### config.mk
export PLATFORM = sky130hd
export DESIGN_NAME = ddr_native_wr_ctrl_flat
export DESIGN_NICKNAME = d
export VERILOG_FILES = /design/src/rtl/ddr_native_wr_ctrl_pkg.sv /design/src/rtl/ddr_native_wr_ctrl_if.sv /design/src/rtl/ddr_native_wr_ctrl_sat_cnt.sv /design/src/rtl/ddr_native_wr_ctrl.sv /design/src/flat_wrapper.sv
export SDC_FILE = /design/constraint.sdc
export NUM_CORES = 1
export LEC_CHECK = 0
export ABC_AREA = 1
export BUFFER_PORTS_ARGS = -buffer_cell sky130_fd_sc_hd__buf_4
export CORE_AREA = 2 2 465 467
export CTS_BUF_LIST = sky130_fd_sc_hd__clkbuf_16
export DETAILED_ROUTE_END_ITERATION = 7
export DIE_AREA = 0 0 467 469
export GPL_TIMING_DRIVEN = 0
export PLACE_DENSITY_LB_ADDON = 0.25
export SLEW_MARGIN = 20
export SYNTH_ARGS = -nofsm -noshare
export SYNTH_HDL_FRONTEND = slang
export SYNTH_SLANG_ARGS = --single-unit
### constraint.sdc
create_clock -name ddr_clk -period 3.36 [get_ports ddr_clk]
set_input_delay 0.168 -clock ddr_clk [delete_from_list [all_inputs] [get_ports ddr_clk]]
set_output_delay 0.168 -clock ddr_clk [all_outputs]
set_load 0.05 [all_outputs]
### src/rtl/ddr_native_wr_ctrl_pkg.sv
// ddr_wr_pkg: shared state encoding and MIG constants for the native write controller
package ddr_wr_pkg;
  typedef enum logic [1:0] {IDLE = 2'd0, WRITE = 2'd1, DONE = 2'd2, HOLD = 2'd3} wr_state_e;
  localparam logic [2:0] APP_CMD_WR = 3'b000;
  localparam int ADDR_STEP_DEF = 8;
endpackage

### src/rtl/ddr_native_wr_ctrl_if.sv
// ddr_native_wr_ctrl_if: MIG native app write command + write-data channels
interface ddr_native_wr_ctrl_if #(
  parameter int DDR_DATA_WD = 512,
  parameter int APP_ADDR_WD = 28
);
  logic                     app_en;
  logic [2:0]               app_cmd;
  logic [APP_ADDR_WD-1:0]   app_addr;
  logic                     app_rdy;
  logic                     app_wdf_wren;
  logic                     app_wdf_end;
  logic [DDR_DATA_WD-1:0]   app_wdf_data;
  logic [DDR_DATA_WD/8-1:0] app_wdf_mask;
  logic                     app_wdf_rdy;
  modport master (
    output app_en, app_cmd, app_addr, app_wdf_wren, app_wdf_end, app_wdf_data, app_wdf_mask,
    input  app_rdy, app_wdf_rdy
  );
  modport slave (
    input  app_en, app_cmd, app_addr, app_wdf_wren, app_wdf_end, app_wdf_data, app_wdf_mask,
    output app_rdy, app_wdf_rdy
  );
endinterface

### src/rtl/ddr_native_wr_ctrl_sat_cnt.sv
// ddr_sat_cnt: saturating up-counter with synchronous clear (clear wins over increment)
module ddr_sat_cnt #(
  parameter int WD = 16
) (
  input  logic          clk,
  input  logic          rst,
  input  logic          clr_i,
  input  logic          inc_i,
  output logic [WD-1:0] cnt_o
);
  logic [WD-1:0] cnt_q;
  always_ff @(posedge clk)
    cnt_q <= (rst || clr_i) ? '0 : (inc_i && !(&cnt_q)) ? cnt_q + 1'b1 : cnt_q;
  assign cnt_o = cnt_q;
endmodule

### src/rtl/ddr_native_wr_ctrl.sv
// ddr_native_wr_ctrl: burst-to-MIG native write engine; DDR_NATIVE_WR_DBGCNT_EN adds debug counters
module ddr_native_wr_ctrl
  import ddr_wr_pkg::*;
#(
  parameter int DDR_DATA_WD   = 512,
  parameter int BURST_ADDR_WD = 64,
  parameter int APP_ADDR_WD   = 28,
  parameter int ADDR_STEP     = ADDR_STEP_DEF,
  parameter int LEN_WD        = 10,
  parameter int DGBCNT_WD     = 16
) (
  input  logic                     ddr_clk,
  input  logic                     ddr_rst,
  input  logic                     wr_burst_req,
  input  logic [LEN_WD-1:0]        wr_burst_len,
  input  logic [BURST_ADDR_WD-1:0] wr_burst_addr,
  output logic                     wr_burst_data_req,
  input  logic [DDR_DATA_WD-1:0]   wr_burst_data,
  output logic                     wr_burst_finish,
`ifdef DDR_NATIVE_WR_DBGCNT_EN
  input  logic                     dbg_cnt_clr,
  output logic [DGBCNT_WD-1:0]     dbg_burst_cnt,
  output logic [DGBCNT_WD-1:0]     dbg_stall_cnt,
`endif
  ddr_native_wr_ctrl_if.master     app
);
  wr_state_e              state_q, state_d;
  logic [LEN_WD-1:0]      len_q, len_d, cmd_cnt_q, cmd_cnt_d, dat_cnt_q, dat_cnt_d;
  logic [APP_ADDR_WD-1:0] addr_q, addr_d;
  logic                   cmd_go, dat_go, unused_addr_hi;
  assign unused_addr_hi = ^wr_burst_addr[BURST_ADDR_WD-1:APP_ADDR_WD];
  assign app.app_en     = (state_q == WRITE) && (cmd_cnt_q < len_q);
  assign cmd_go         = app.app_en && app.app_rdy;
  assign dat_go         = (state_q == WRITE) && (dat_cnt_q < len_q) && app.app_wdf_rdy;
  assign app.app_cmd      = APP_CMD_WR;
  assign app.app_addr     = addr_q;
  assign app.app_wdf_wren = dat_go;
  assign app.app_wdf_end  = dat_go;
  assign app.app_wdf_data = dat_go ? wr_burst_data : '0;
  assign app.app_wdf_mask = '0;
  assign wr_burst_data_req = dat_go;
  assign wr_burst_finish   = (state_q == DONE);
  always_comb begin
    state_d   = state_q;
    len_d     = len_q;
    addr_d    = cmd_go ? addr_q + APP_ADDR_WD'(ADDR_STEP) : addr_q;
    cmd_cnt_d = cmd_cnt_q + LEN_WD'(cmd_go);
    dat_cnt_d = dat_cnt_q + LEN_WD'(dat_go);
    case (state_q)
      IDLE: if (wr_burst_req) begin
        len_d     = wr_burst_len;
        addr_d    = wr_burst_addr[APP_ADDR_WD-1:0];
        cmd_cnt_d = '0;
        dat_cnt_d = '0;
        state_d   = (wr_burst_len == '0) ? DONE : WRITE;
      end
      WRITE: state_d = (cmd_cnt_q == len_q && dat_cnt_q == len_q) ? DONE : WRITE;
      DONE:  state_d = HOLD;
      default: state_d = IDLE;
    endcase
  end
  always_ff @(posedge ddr_clk) begin
    if (ddr_rst) begin
      state_q   <= IDLE;
      len_q     <= '0;
      addr_q    <= '0;
      cmd_cnt_q <= '0;
      dat_cnt_q <= '0;
    end else begin
      state_q   <= state_d;
      len_q     <= len_d;
      addr_q    <= addr_d;
      cmd_cnt_q <= cmd_cnt_d;
      dat_cnt_q <= dat_cnt_d;
    end
  end
`ifdef DDR_NATIVE_WR_DBGCNT_EN
  ddr_sat_cnt #(.WD(DGBCNT_WD)) u_burst_cnt (
    .clk(ddr_clk), .rst(ddr_rst), .clr_i(dbg_cnt_clr), .inc_i(wr_burst_finish), .cnt_o(dbg_burst_cnt)
  );
  ddr_sat_cnt #(.WD(DGBCNT_WD)) u_stall_cnt (
    .clk(ddr_clk), .rst(ddr_rst), .clr_i(dbg_cnt_clr), .inc_i(app.app_en && !app.app_rdy), .cnt_o(dbg_stall_cnt)
  );
`endif
endmodule
### src/flat_wrapper.sv
// flat-port wrapper written by rule: the top's interface ports become plain ports
module ddr_native_wr_ctrl_flat import ddr_wr_pkg::*;
#(
  parameter int DDR_DATA_WD   = 512,
  parameter int BURST_ADDR_WD = 64,
  parameter int APP_ADDR_WD   = 28,
  parameter int ADDR_STEP     = ADDR_STEP_DEF,
  parameter int LEN_WD        = 10,
  parameter int DGBCNT_WD     = 16
)
  (ddr_clk, ddr_rst, wr_burst_req, wr_burst_len, wr_burst_addr, wr_burst_data_req, wr_burst_data, wr_burst_finish, app_app_en, app_app_cmd, app_app_addr, app_app_wdf_wren, app_app_wdf_end, app_app_wdf_data, app_app_wdf_mask, app_app_rdy, app_app_wdf_rdy);
  ddr_native_wr_ctrl_if #(.DDR_DATA_WD(DDR_DATA_WD), .APP_ADDR_WD(APP_ADDR_WD)) app_i ();
  input  logic ddr_clk;
  input  logic ddr_rst;
  input  logic wr_burst_req;
  input  logic [LEN_WD-1:0] wr_burst_len;
  input  logic [BURST_ADDR_WD-1:0] wr_burst_addr;
  output logic wr_burst_data_req;
  input  logic [DDR_DATA_WD-1:0] wr_burst_data;
  output logic wr_burst_finish;
  output wire logic [$bits(app_i.app_en)-1:0] app_app_en;
  output wire logic [$bits(app_i.app_cmd)-1:0] app_app_cmd;
  output wire logic [$bits(app_i.app_addr)-1:0] app_app_addr;
  output wire logic [$bits(app_i.app_wdf_wren)-1:0] app_app_wdf_wren;
  output wire logic [$bits(app_i.app_wdf_end)-1:0] app_app_wdf_end;
  output wire logic [$bits(app_i.app_wdf_data)-1:0] app_app_wdf_data;
  output wire logic [$bits(app_i.app_wdf_mask)-1:0] app_app_wdf_mask;
  input wire logic [$bits(app_i.app_rdy)-1:0] app_app_rdy;
  input wire logic [$bits(app_i.app_wdf_rdy)-1:0] app_app_wdf_rdy;
  assign app_app_en = app_i.app_en;
  assign app_app_cmd = app_i.app_cmd;
  assign app_app_addr = app_i.app_addr;
  assign app_app_wdf_wren = app_i.app_wdf_wren;
  assign app_app_wdf_end = app_i.app_wdf_end;
  assign app_app_wdf_data = app_i.app_wdf_data;
  assign app_app_wdf_mask = app_i.app_wdf_mask;
  assign app_i.app_rdy = app_app_rdy;
  assign app_i.app_wdf_rdy = app_app_wdf_rdy;
  ddr_native_wr_ctrl #(.DDR_DATA_WD(DDR_DATA_WD), .BURST_ADDR_WD(BURST_ADDR_WD), .APP_ADDR_WD(APP_ADDR_WD), .ADDR_STEP(ADDR_STEP), .LEN_WD(LEN_WD), .DGBCNT_WD(DGBCNT_WD)) u_core (.ddr_clk(ddr_clk), .ddr_rst(ddr_rst), .wr_burst_req(wr_burst_req), .wr_burst_len(wr_burst_len), .wr_burst_addr(wr_burst_addr), .wr_burst_data_req(wr_burst_data_req), .wr_burst_data(wr_burst_data), .wr_burst_finish(wr_burst_finish), .app(app_i));
endmodule
==> results.txt <==
The netlist uses 28 different library cells. The mean area per synthesized cell is 6.880 µm². The TritonCTS clock tree is done.

The sequential element share of the synthesized area came out at 9.847%. The number of cells on the worst hold path is 3. The number of filler instances in the final layout came out at 25050.

The required time of the worst setup path is 3.19 ns. Summed over all failing endpoints, the final setup total negative slack is 0 ns. The average vias per placed instance is 2.570. The die width came out at 467 µm. The insertion delay to the later sink of the worst-skew pair came out at around 0.34 ns. The number of synthesis warnings came out at 0. The number of hold buffers added after CTS is 0. The worst register-to-register path has a depth of 20.

The type of the most critical hold path is primary input to flip-flop. The worst hold path begins at wr_burst_addr[1]. Clock-pin slew was measured on the worst setup and hold paths at ~0.060 ns.

The number of clock sinks is 60. For this run, the leading register cell type out of synthesis is sky130_fd_sc_hd__dfxtp_1. The type of origin of the critical path is a flip-flop. STA puts the critical path data arrival time at 3.06 ns. The transition time of the tightest slew-check pin came out at 0.7097 ns. The final routed DRC violation total is 0. The die covers around 220000 µm². The post-route fraction of the period consumed by the critical path came out at 96.17%. The fraction of post-synthesis cell area in the top cell type by area came out at between 30% and 40%. The slowest cell on the critical path is sky130_fd_sc_hd__nor2_1. The total count of hold-check failures in the final report is 0. The number of routed nets with antenna violations came out at 0. The number of nets in the layout came out at 3570.

The first global-routing pass estimated 188500 µm of wire. For this design the top-level I/O count stands at 1203. The height of the chip came out at 469 µm.

The initial core utilization came out at 5.706%. The clock root buffer master is sky130_fd_sc_hd__clkbuf_16. The worst reg-to-reg setup slack came out at 0.30 ns. The layout overhead on the synthesized area is 101.8%. The residual overflow from global routing is 0. The largest fanout of any net on the critical path came out at 10. The number of DRC violations after detailed-routing iteration 0 came out at 581. The detailed-routing iteration count for the pre-antenna-repair pass came out at 5. The setup clock skew after layout came out at 0.009319 ns. The number of register bits inferred by synthesis is 60. The final count of pins violating max slew came out at 0. The top achievable clock speed is between 0.3 and 0.4 GHz. The count of buffer and inverter cells on the critical path is 6. The clock buffer count from CTS came out at 9. The average wire per standard cell is 27.74 µm. The number of buffers between clock root and the deepest sink came out at 2.

Of all flip-flops after synthesis, the portion carrying an async set or reset was 0%. By area the synthesized netlist is led by sky130_fd_sc_hd__nor2_4 (37%), sky130_fd_sc_hd__inv_1 (18%), sky130_fd_sc_hd__dfxtp_1 (9.8%), sky130_fd_sc_hd__buf_12 (7.2%), sky130_fd_sc_hd__nand2_1 (6.4%). The floorplan has 170 rows. The worst hold path terminates at u_core.app.app_addr[1].

The least setup slack across all paths after layout is 0.1285 ns. The worst setup path is of the flip-flop to output pin kind. The minimum clock period came out at between 3 and 4 ns. The worst setup path is captured at an output pin. The number of global-route vias before repair came out at around 14000. The largest stage delay on the critical path came out at 0.48 ns. The signal on the critical path passes through inv_2 -> ha_1 -> nand2_1 -> inv_1 -> nand4_1 -> nor2_1 -> nor3_1 -> nand3_1 -> buf_12 -> buf_12 -> buf_6 -> nor2_1 -> buf_4.

The worst register-to-register path begins at u_core.len_q[5]. In this run the power density over the cells is 240.1 nW/µm². Entering global routing, the biggest net connects 12 pins. The run finished with clean final reports. The H-tree depth is 3. The highest ir drop seen on vdd came out at 0.0002208 V.

The proportion of layout cells with a drive suffix above 1 is 56.63%. Routability-driven placement finished with a final weighted congestion of 0.9642. The number of input and output port buffers inserted came out at 1099.

The number of antenna violations at the first check in global routing came out at about 120. In this design, the largest share of critical-path delay is due to simple AND/OR/NAND/NOR gates. The final setup violation count is 0. In this run the static leakage power is 12.65 nW.

The worst relative slew slack is 52.69%. The overall power after layout is a little under 0.006 W. The overall via count from detail_route is 14920. Summed over all layers, the routed wires come to between 150000 and 200000 µm.

The worst slack after detailed placement is -0.6574 ns. The netlist area before placement came out at 12200 µm². The cell taking the most area after synthesis is sky130_fd_sc_hd__nor2_4. Synthesis produced 1773 cells.

The number of maximum-capacitance violations came out at 0. The half-perimeter wire length after placement came out at 154300 µm. In this run the standard cell core region covers 213800 µm². The end of the worst register-to-register path is u_core.dat_cnt_q[8]. The total global-route track usage came out at 13.91%. The synthesized design contains 0 enable-type register cells.
-- tightest hold or removal path, delay by kind of cell --
family	cells	cell delay, ns
AND/OR/NAND/NOR	2	0.11
buffers and inverters	1	0.08
-- layout make-up --
cell class,instances,area [µm²],share of cell area (%)
Antenna cell,9,22.52,0.09149
Clock buffer,9,225.2,0.9149
Buffer,142,1609,6.537
Sequential cell,60,1201,4.880
Timing Repair Buffer,1104,8292,33.68
Multi-Input combinational cell,1039,7426,30.17
Clock inverter,6,41.29,0.1677
Tap cell,2838,3551,14.43
Inverter,598,2248,9.134
-- worst max path at each step --
stage | startpoint | end | slack [ns] | cells after the start
finish | u_core.len_q[5] | app_app_wdf_data[502] | 0.13 | 13
global route | u_core.len_q[9] | u_core.dat_cnt_q[8] | -0.002 | 20
CTS | u_core.len_q[5] | app_app_wdf_data[504] | 0.08 | 13
detailed placement | u_core.len_q[5] | u_core.dat_cnt_q[8] | -0.66 | 20
global placement | u_core.len_q[9] | u_core.dat_cnt_q[8] | -0.62 | 19
floorplan | u_core.len_q[9] | u_core.dat_cnt_q[8] | 0.36 | 19
-- repair_timing --
| action | in CTS | in global routing |
|---|---|---|
| setup buffers | 5 | 0 |
| resized for setup | 6 | 8 |
| setup endpoints to repair | 18 | 5 |
-- per-layer routing --
layer,vias to the layer above,share of wire (%),global-route usage (%)
li1,7067,-,-
met1,6770,35,14.56
met2,828,56,28.35
met3,239,6.4,3.198
met4,12,1.7,1.496
met5,-,0.050,0
-- synthesized netlist by cell type (2+ instances only) --
library cell,instances
sky130_fd_sc_hd__nand4_1,3
sky130_fd_sc_hd__buf_4,69
sky130_fd_sc_hd__nor3_1,4
sky130_fd_sc_hd__inv_2,3
sky130_fd_sc_hd__xnor2_1,11
sky130_fd_sc_hd__nand3_1,58
sky130_fd_sc_hd__ha_1,25
sky130_fd_sc_hd__nand2_1,207
sky130_fd_sc_hd__nor2_2,12
sky130_fd_sc_hd__inv_1,595
sky130_fd_sc_hd__o21ai_0,25
sky130_fd_sc_hd__xor2_1,6
sky130_fd_sc_hd__nor2_1,186
sky130_fd_sc_hd__nor2_4,400
sky130_fd_sc_hd__a21oi_1,28
sky130_fd_sc_hd__buf_12,44
sky130_fd_sc_hd__and3_1,2
sky130_fd_sc_hd__buf_2,11
sky130_fd_sc_hd__dfxtp_1,60
sky130_fd_sc_hd__buf_6,9
sky130_fd_sc_hd__clkbuf_1,8
-- placed cells by master (no fill, tap or decap) --
cell | netlist | layout
sky130_fd_sc_hd__buf_4 | 69 | 1173
sky130_fd_sc_hd__inv_1 | 595 | 593
sky130_fd_sc_hd__nor2_4 | 400 | 400
sky130_fd_sc_hd__nand2_1 | 207 | 207
sky130_fd_sc_hd__nor2_1 | 186 | 182
sky130_fd_sc_hd__conb_1 | 1 | 67
sky130_fd_sc_hd__dfxtp_1 | 60 | 60
sky130_fd_sc_hd__nand3_1 | 58 | 58
sky130_fd_sc_hd__buf_12 | 44 | 46
sky130_fd_sc_hd__a21oi_1 | 28 | 28
sky130_fd_sc_hd__o21ai_0 | 25 | 25
sky130_fd_sc_hd__ha_1 | 25 | 25
sky130_fd_sc_hd__nor2_2 | 12 | 16
sky130_fd_sc_hd__xnor2_1 | 11 | 11
sky130_fd_sc_hd__buf_2 | 11 | 10
sky130_fd_sc_hd__diode_2 | 0 | 9
sky130_fd_sc_hd__clkbuf_16 | 0 | 9
sky130_fd_sc_hd__clkbuf_1 | 8 | 8
sky130_fd_sc_hd__buf_6 | 9 | 8
sky130_fd_sc_hd__xor2_1 | 6 | 6
sky130_fd_sc_hd__inv_2 | 3 | 4
sky130_fd_sc_hd__nor3_1 | 4 | 4
sky130_fd_sc_hd__clkinvlp_4 | 0 | 4
sky130_fd_sc_hd__nand4_1 | 3 | 3
sky130_fd_sc_hd__clkinv_2 | 0 | 2
sky130_fd_sc_hd__nand3b_1 | 1 | 1
sky130_fd_sc_hd__buf_1 | 1 | 1
sky130_fd_sc_hd__and3_4 | 0 | 1
sky130_fd_sc_hd__a21boi_0 | 1 | 1
sky130_fd_sc_hd__o21bai_1 | 1 | 1
sky130_fd_sc_hd__nor3b_1 | 1 | 1
sky130_fd_sc_hd__or2_2 | 1 | 1
sky130_fd_sc_hd__and3_1 | 2 | 1
sky130_fd_sc_hd__inv_6 | 0 | 1
-- registers in the layout, indices dropped and copies added (netlist names) --
name	cells
u_core.state_q	2
u_core.dat_cnt_q	10
u_core.len_q	10
u_core.cmd_cnt_q	10
u_core.app.app_addr	28
-- power by group --
group	switching (W)	internal (W)
combinational	0.00289	0.00131
sequential	0.0000773	0.000766
clock	0.000370	0.000494
-- through the flow --
stage                     hold WS (ns)  util (%)  cells  instance area [µm²]
after CTS                      0.03769     11.50   5796                24570
after detailed placement        0.3986     11.34   5776                24250
after global placement          0.4027     11.34   5776                24250
after global routing           0.05130     11.51   5801                24610
final                          0.04840     11.52   5805                24620
after floorplan                 0.3029         -   1839                12450
-- kinds of logic after synthesis --
logic type                 Yosys count  synth area share (%)
other                                1               0.03074
adders and majority gates           25                 2.564
xor gates and xnor gates            17                 1.221
buffers and inverters              740                 31.43
and+or+nand+nor                    875                 52.61
DFF                                 60                 9.847
AOI/OAI and AO/OA                   55                 2.298
Power figures use the tool's default switching activity.
